$ cat src/rtl/alu_multicycle.sv
// Registered multi-cycle ALU: start/busy/done handshake, iterative shifts, and an
// optional shift-add multiplier enabled by defining ALU_MUL_EN (otherwise mode 4 is add).
module alu_multicycle #(
    parameter int WIDTH = 8,
    parameter int SHW   = $clog2(WIDTH) + 1
) (
    input  logic             clk,
    input  logic             rst_n,
    input  logic             start,
    input  logic [9:0]       ctl,
    input  logic [WIDTH-1:0] a,
    input  logic [WIDTH-1:0] b,
    input  logic             cin,
    output logic             busy,
    output logic             done,
    output logic [WIDTH-1:0] result,
    output logic             carryout,
    output logic             overout,
    output logic             zero,
    output logic             neg,
    output logic             cmpo,
    output logic [1:0]       state_o
);

    // Handshake: start is taken on a rising edge where busy=0 (IDLE or the done
    // cycle); done pulses for one cycle and result/flags hold until the next done.
    typedef enum logic [1:0] {S_IDLE, S_EXEC, S_DONE} state_t;

    localparam int MSB = WIDTH - 1;

    state_t           state_q;
    logic [WIDTH-1:0] xa_q, xb_q;
    logic             c_q, io_q, cmp_q, shc_q;
    logic [2:0]       mode_q;
    logic [SHW-1:0]   cnt_q;
    logic             busy_q, done_q, carry_q, over_q, zero_q, neg_q, cmpo_q;
    logic [WIDTH-1:0] result_q;
`ifdef ALU_MUL_EN
    logic [WIDTH-1:0] hi_q;
    logic [WIDTH:0]   mul_sum;
`endif

    logic [WIDTH-1:0] xa_d, xb_d, raw_d, res_d;
    logic [SHW-1:0]   cnt_d;
    logic [WIDTH:0]   sum;
    logic             co_d, ov_d, add_op;

    // Operand conditioning at accept time.
    always_comb begin
        xa_d = (ctl[0] ? '0 : a) ^ {WIDTH{ctl[1]}};
        xb_d = (ctl[2] ? '0 : b) ^ {WIDTH{ctl[3]}};
        cnt_d = '0;
        if (ctl[8:6] == 3'd2 || ctl[8:6] == 3'd3)
            cnt_d = (xb_d >= WIDTH'(WIDTH)) ? SHW'(WIDTH) : xb_d[SHW-1:0];
`ifdef ALU_MUL_EN
        else if (ctl[8:6] == 3'd4)
            cnt_d = SHW'(WIDTH);
`endif
    end

    assign sum = {1'b0, xa_q} + {1'b0, xb_q} + {{WIDTH{1'b0}}, c_q};
`ifdef ALU_MUL_EN
    // {hi_q, xb_q} is the running product; the multiplier bits drain out of xb_q.
    assign mul_sum = {1'b0, hi_q} + (xb_q[0] ? {1'b0, xa_q} : '0);
`endif

    // Final result and flags, evaluated in the last EXEC cycle.
    always_comb begin
        raw_d  = sum[WIDTH-1:0];
        co_d   = sum[WIDTH];
        add_op = 1'b1;
        case (mode_q)
            3'd1: begin raw_d = xa_q & xb_q; co_d = 1'b0; add_op = 1'b0; end
            3'd5: begin raw_d = xa_q | xb_q; co_d = 1'b0; add_op = 1'b0; end
            3'd6: begin raw_d = xa_q ^ xb_q; co_d = 1'b0; add_op = 1'b0; end
            3'd2, 3'd3: begin raw_d = xa_q; co_d = shc_q; add_op = 1'b0; end
`ifdef ALU_MUL_EN
            3'd4: begin raw_d = xb_q; co_d = |hi_q; add_op = 1'b0; end
`endif
            default: ;
        endcase
        res_d = raw_d ^ {WIDTH{io_q}};
        ov_d  = add_op & ((~res_d[MSB] & xa_q[MSB] & xb_q[MSB]) |
                          (res_d[MSB] & ~xa_q[MSB] & ~xb_q[MSB]));
    end

    always_ff @(posedge clk or negedge rst_n) begin
        if (!rst_n) begin
            state_q  <= S_IDLE;
            xa_q     <= '0;
            xb_q     <= '0;
            c_q      <= 1'b0;
            io_q     <= 1'b0;
            cmp_q    <= 1'b0;
            shc_q    <= 1'b0;
            mode_q   <= 3'd0;
            cnt_q    <= '0;
            busy_q   <= 1'b0;
            done_q   <= 1'b0;
            result_q <= '0;
            carry_q  <= 1'b0;
            over_q   <= 1'b0;
            zero_q   <= 1'b0;
            neg_q    <= 1'b0;
            cmpo_q   <= 1'b0;
`ifdef ALU_MUL_EN
            hi_q     <= '0;
`endif
        end else begin
            done_q <= 1'b0;
            case (state_q)
                S_EXEC: begin
                    if (cnt_q != '0) begin
                        cnt_q <= cnt_q - 1'b1;
                        if (mode_q == 3'd3) begin
                            shc_q <= xa_q[MSB];
                            xa_q  <= xa_q << 1;
                        end else if (mode_q == 3'd2) begin
                            shc_q <= xa_q[0];
                            xa_q  <= xa_q >> 1;
                        end
`ifdef ALU_MUL_EN
                        else begin
                            hi_q <= mul_sum[WIDTH:1];
                            xb_q <= {mul_sum[0], xb_q[WIDTH-1:1]};
                        end
`endif
                    end else begin
                        state_q  <= S_DONE;
                        busy_q   <= 1'b0;
                        done_q   <= 1'b1;
                        result_q <= res_d;
                        carry_q  <= co_d;
                        over_q   <= ov_d;
                        zero_q   <= (res_d == '0);
                        neg_q    <= res_d[MSB];
                        cmpo_q   <= cmp_q;
                    end
                end
                default: begin
                    // IDLE and DONE both accept a new operation.
                    if (start && !busy_q) begin
                        state_q <= S_EXEC;
                        busy_q  <= 1'b1;
                        xa_q    <= xa_d;
                        xb_q    <= xb_d;
                        c_q     <= ctl[5] & cin;
                        io_q    <= ctl[4];
                        cmp_q   <= ctl[9];
                        mode_q  <= ctl[8:6];
                        cnt_q   <= cnt_d;
                        shc_q   <= 1'b0;
`ifdef ALU_MUL_EN
                        hi_q    <= '0;
`endif
                    end else begin
                        state_q <= S_IDLE;
                    end
                end
            endcase
        end
    end

    assign busy     = busy_q;
    assign done     = done_q;
    assign result   = result_q;
    assign carryout = carry_q;
    assign overout  = over_q;
    assign zero     = zero_q;
    assign neg      = neg_q;
    assign cmpo     = cmpo_q;
    assign state_o  = state_q;

endmodule

$ cat config.mk
export PLATFORM = sky130hd
export DESIGN_NAME = alu_multicycle
export DESIGN_NICKNAME = d
export VERILOG_FILES = /design/src/rtl/alu_multicycle.sv
export SDC_FILE = /design/constraint.sdc
export NUM_CORES = 1
export LEC_CHECK = 0
export BUFFER_PORTS_ARGS = -buffer_cell sky130_fd_sc_hd__buf_4
export CORE_ASPECT_RATIO = 1.4
export CORE_MARGIN = 10
export CORE_UTILIZATION = 55
export DETAILED_ROUTE_END_ITERATION = 6
export PLACE_DENSITY = 0.81
export RECOVER_POWER = 25
export SLEW_MARGIN = 20
export SYNTH_ARGS = -nofsm -noshare
export SYNTH_HDL_FRONTEND = slang
export SYNTH_SLANG_ARGS = --single-unit
$ cat constraint.sdc
create_clock -name clk -period 2.9 [get_ports clk]
set_input_delay 0.435 -clock clk [delete_from_list [all_inputs] [get_ports clk]]
set_output_delay 0.435 -clock clk [all_outputs]
set_load 0.01 [all_outputs]
# --- Yosys cells after proc, flatten, opt, wreduce, memory -nomap -nowiden ---
# Index checks and enable logic that the tools add are counted.
word_totals:
  register_bits: 44
  wordCells: 92
op_classes:
  addsub: 3
  n_lt_le_gt_ge: 1
  eq_ne: 11
  mux: 28
  bitwise_logic: 18
  reduce_logical: 14
op_table:
  columns: ["operator", "n"]
  rows:
  - ["8-bit 2-to-1 mux", 7]
  - ["8-bit one-hot mux with 4 select lines", 1]
  - ["8-bit bitwise XOR", 4]
  - ["4-bit 2-to-1 mux", 5]
  - ["3-bit by 2-bit equality test with 1-bit output, second input constant", 4]
  - ["1-bit 2-to-1 mux", 12]
  - ["8-bit by 8-bit adder with 9-bit output", 1]
  - ["9-bit by 1-bit adder with 9-bit output", 1]
  - ["8-bit AND", 1]
  - ["8-bit by 4-bit greater-or-equal comparator with 1-bit output, second input constant", 1]
  - ["8-bit zero test", 1]
  - ["8-bit bitwise OR", 1]
  - ["2-bit AND reduction", 4]
  - ["1-bit AND", 6]
  - ["3-bit equality test, second input constant", 2]
  - ["1-bit inverter", 5]
  - ["5-bit OR reduction", 1]
  - ["2-bit 2-to-1 mux", 2]
  - ["2-bit inequality test, second input constant", 2]
  - ["4-bit nonzero test", 1]
  - ["4-bit by 1-bit subtractor with 4-bit output, second input constant", 1]
  - ["3-bit by 1-bit equality test with 1-bit output, second input constant", 1]
  - ["3-bit inequality test, second input constant", 1]
  - ["3-bit AND reduction", 1]
  - ["9 further kinds", 9]

# --- Longest topological paths before layout ---
depth:
  ltp_word: 9
  mapped_depth: 10

# --- Worst setup path before layout ---
# OpenSTA, ideal clock, no wires.
synth_timing:
  kind: "register -> register"
  start: "register xa_q[0]"
  end: "register zero_q, in the netlist zero"
  setup_ns: 0.067
  arrival_time_ns: 2.592
  t_required_ns: 2.833
  path_slack_ns: 0.240
  stages_incl_launch_ff: 10
  path_buffers: 0
  period_less_slack_ns: 2.660
  path_cell_list: "dfrtp_1 -> fa_1 -> fa_1 -> a211oi_2 -> o21bai_2 -> mux2i_1 -> a211oi_2 -> xnor2_1 -> nor4_1 -> a32o_1"
synth_between:
  elab_chain_cells: 5
  elab_cells_between_ends: 8
  cone_classes: "add/sub (2); mux (1); bitwise (4); reduce/logical (1)"
synth_rtl:
  columns: ["item", "line_no", "source"]
  rows:
  - ["start, declared", "32", "logic [WIDTH-1:0] xa_q, xb_q;"]
  - ["start signal, assigned", "117", "xa_q <= xa_q << 1;"]
  - ["start signal, assigned", "120", "xa_q <= xa_q >> 1;"]
  - ["8-bit by 8-bit adder with 9-bit output", "61", "assign sum = {1'b0, xa_q} + {1'b0, xb_q} + {{WIDTH{1'b0}}, c_q};"]
  - ["9-bit by 1-bit adder with 9-bit output", "61", null]
  - ["8-bit one-hot mux with 4 select lines (*)", "72", "case (mode_q)"]
  - ["8-bit bitwise XOR (*)", "82", "res_d = raw_d ^ {WIDTH{io_q}};"]
  - ["8-bit zero test (*)", "135", "zero_q <= (res_d == '0);"]
  - ["end signal, assigned", "135", null]
  - ["end, declared", "36", "logic busy_q, done_q, carry_q, over_q, zero_q, neg_q, cmpo_q;"]
# Every way passes the cells marked *; elsewhere a longest branch is shown, timed or not.
# A chain may end at the register's enable or synchronous reset.

# --- Worst setup path after layout ---
layout_timing:
  start: "register xb_q[0]"
  end: "register zero_q, in the netlist zero"
layout_between:
  elab_chain_cells: 5
  elab_cells_between_ends: 8
  cone_classes: "add/sub (2); mux (1); bitwise (4); reduce/logical (1)"
layout_rtl:
  columns: ["item", "line_no", "source"]
  rows:
  - ["start, declared", "32", null]
  - ["start signal, assigned", "91", "xb_q <= '0;"]
  - ["start signal, assigned", "146", "xb_q <= xb_d;"]
  - ["8-bit by 8-bit adder with 9-bit output", "61", null]
  - ["9-bit by 1-bit adder with 9-bit output", "61", null]
  - ["8-bit one-hot mux with 4 select lines (*)", "72", null]
  - ["8-bit bitwise XOR (*)", "82", null]
  - ["8-bit zero test (*)", "135", null]
# Marked as above.

==> impl_results.md <==
* Seq/Total Area, Yosys at 0.334
* First-pass GRT wire length at 12400 µm
* Dpl cell area at 3610 µm²
* Post-Synth XOR/XNOR Area at 0.0652
* Netlist cell types at 53
* Worst reg2reg startpoint: xb_q[0]$_DFFE_PN0P_
* Power Density at 1180 nW/µm²
* Core Rows at 32
* Min Tclk post-route at 2.72 ns
* Post-synth EDFFs at 0
* Wirelength per Cell at 15.5 µm
* WL final at 7450 µm
* Violated checks: max-capacitance violations, max-slew violations
* Largest net degree at the start of global routing at 44
* Final Hold Viols at 0
* Unrepaired setup endpoints after global routing: false
* Global route overflow at 0
* Synth Warn # at 0
* Setup CP Type: reg2reg
* Clk pin slew, worst setup/hold paths at 0.08 ns
* Hold-critical path endpoint: io_q$_DFFE_PN0P_
* Fmax at 368 MHz
* Avg Inst Size Synth at 8.66 µm²
* Crit path arrival time at 2.95 ns
* Critical R2R Capture: zero$_DFFE_PN0P_
* Placed cell count at 472
* Hold wc startpoint: ctl[4]
* Worst-margin pin slew at 2.23 ns
* Multiplexer share of the synthesized area at 0.0509
* Fin. max-slew vios at 44
* Commonest non-fill, non-tap cell in the layout: buf_4
* Async SR Flop Fraction at 1.00
* Die width at 84.7 µm
* Bufs and invs on worst path at 0
* CTS root buf: clkbuf_8
* Critical-path top delay cell: dfrtp_1
* Total die area at 9360 µm²
* Synthesis-stage register bit count at 43
* Final Setup Violations at 0
* Worst Path Required at 3.13 ns
* Final Cycle Share at 0.937
* Non-Filler Instances at 480
* Final WS setup at 0.184 ns
* Synth Instances at 372
* Worst Path Max Fanout at 4
* Max stage delay on crit path at 0.44 ns
* Main synth FF type: dfrtp_1
* Flip-flop and latch area at 1080 µm²
* Post-Synth Adder-Cell Area at 0.0784
* Iter 0 DRT Violations at 152
* Rel. slew slack at -0.487
* CP Launch Type: flip-flop
* CTS buffer count at 5
* Fillers at 511
* CTS Hold Bufs at 0
* Initial antenna violation count at 0
* Nets at 460
* Place WS at 0.0263 ns
* CTS tree: done
* Die H at 111 µm
* Sink Count at 43
* Core Util, Final at 0.659
* # IOs at 47
* Reg2reg setup slack at 0.18 ns
* Htree depth at 2
* Count of TritonRoute iterations in the first routing pass at 4
* Leakage Power at 1.67 nW
* Tot GR Track Use at 0.154
* Max_cap viols at 1
* Reg2reg path depth at 9
* Crit path max-delay family: compound AO/OA/AOI/OAI gates
* Mapped Nets at 421
* Area growth syn-to-layout at 14.6%
* Diode count at 0
* Post-synthesis cell area at 3220 µm²
* Crit-path cells: fa_2, fa_2, a211oi_2, o21bai_2, mux2i_1, a211oi_2, xnor2_1, nor4_1, a32o_1
* Clock Tree Buf Depth at 2
* Synth Area in Simple Gates at 0.183
* Total power at 4.35 mW
* Final HPWL DP at 5990 µm
* Largest family of logic cells by synthesized area: compound AO/OA/AOI/OAI gates
* GP Congestion at 0.920
* Worst skew pair latency at 0.30 ns
* Area occupied by multi-input gates at 1940 µm²
* Share of layout cells above drive strength 1 at 0.209
* Fin Hold WS at 0.368 ns
* Peak VDD IR at 463 µV
* Compound-cell area share of the yosys netlist at 0.224
* Hold path depth at 2
* Hold/Removal Path Class: in2reg
* Status: finished, violations left
* Post-CTS setup buffers at 0
* Setup_tns at 0 ns
* CP Capture Type: flip-flop
* Design area at 3690 µm²
* Worst clock skew at 0.00662 ns
* # DRC at 0
* Number of global-route vias before repair at 2689
* I/O Buffers at 46
* Routed vias/inst at 5.70
* Most frequent cells in the layout: buf_4, dfrtp_1, nand2_1
* Initial core utilization at 0.575
* DRT antenna net count at 0
* Via count at 2737
* Core area at 5610 µm²
-- worst max-delay path by stage --
stage	from	to	slack [ns]	depth (start not counted)
floorplan	xa_q[0]$_DFFE_PN0P_	zero$_DFFE_PN0P_	0.24	9
global placement	xa_q[0]$_DFFE_PN0P_	zero$_DFFE_PN0P_	0.14	9
CTS	xb_q[0]$_DFFE_PN0P_	zero$_DFFE_PN0P_	0.03	9
global route	xb_q[0]$_DFFE_PN0P_	zero$_DFFE_PN0P_	0.02	9
finish	xb_q[0]$_DFFE_PN0P_	zero$_DFFE_PN0P_	0.18	9
detailed placement	xb_q[0]$_DFFE_PN0P_	zero$_DFFE_PN0P_	0.03	9
-- cell families (layout without fill, tap and decap cells) --
logic type,count (synthesis),in the layout
buf+inv,48,88
simple gates,119,119
mux,13,13
flops,43,43
xor+xnor,24,24
fa+ha+maj,19,19
compound gates,106,106
-- cell usage after synthesis, drive strengths merged, types with 3 or more instances --
cell     number  area [µm²]
a211oi        3        37.5
a21o          3        22.5
a21oi        25         125
a2bb2oi       5        43.8
buf          12        72.6
clkbuf       11        41.3
dfrtp        43        1080
ha           17         213
inv          24        90.1
mux2          7        78.8
mux2i         4        40.0
nand2        39         146
nand2b       13        81.3
nand3         5        25.0
nand3b        4        30.0
nor2         27         101
nor2b        14        95.1
nor3          4        20.0
nor3b         3        22.5
o211ai       10        75.1
o21ai        34         178
o22ai         3        18.8
o32ai         3        26.3
xnor2        20         175
xor2          4        35.0
-- power by group --
group	switching (mW)	leakage (nW)	total (mW)	internal [mW]
Clock	0.211	0.0412	0.380	0.169
Sequential	0.287	0.521	1.15	0.864
Combinational	1.53	1.10	2.82	1.29
Total	2.03	1.67	4.35	2.32
-- registers in the layout, indices dropped and copies added, names as in the netlist, 2 cells and up --
register / cells
mode_q: 3
result: 7
xb_q: 8
state_o: 2
xa_q: 8
cnt_q: 4
-- layer usage --
metal / track usage / wire length [µm]
met5: 0 / 0
met1: 0.172 / 3150
met2: 0.267 / 3730
met4: 0.0691 / 238
met3: 0.0330 / 331
-- worst register-to-register path: stages (launching register included) --
cell,delay (ns)
dfrtp_1,0.44
fa_2,0.43
fa_2,0.39
a211oi_2,0.31
o21bai_2,0.13
mux2i_1,0.14
a211oi_2,0.26
xnor2_1,0.11
nor4_1,0.25
a32o_1,0.20
-- final cells by class --
| class | instances | share of cell area |
|---|---|---|
| Sequential cell | 43 | 0.291 |
| Tap cell | 68 | 0.0230 |
| Timing Repair Buffer | 55 | 0.111 |
| Multi-Input combinational cell | 281 | 0.526 |
| Clock buffer | 6 | 0.0197 |
| Clock inverter | 2 | 0.00339 |
| Inverter | 25 | 0.0254 |
-- timing repair --
item | in CTS | in global routing
setup endpoints to repair | 1 | 1
pin swaps | 1 | 2
resized for setup | 0 | 2
(Power assumes the default switching activity.)
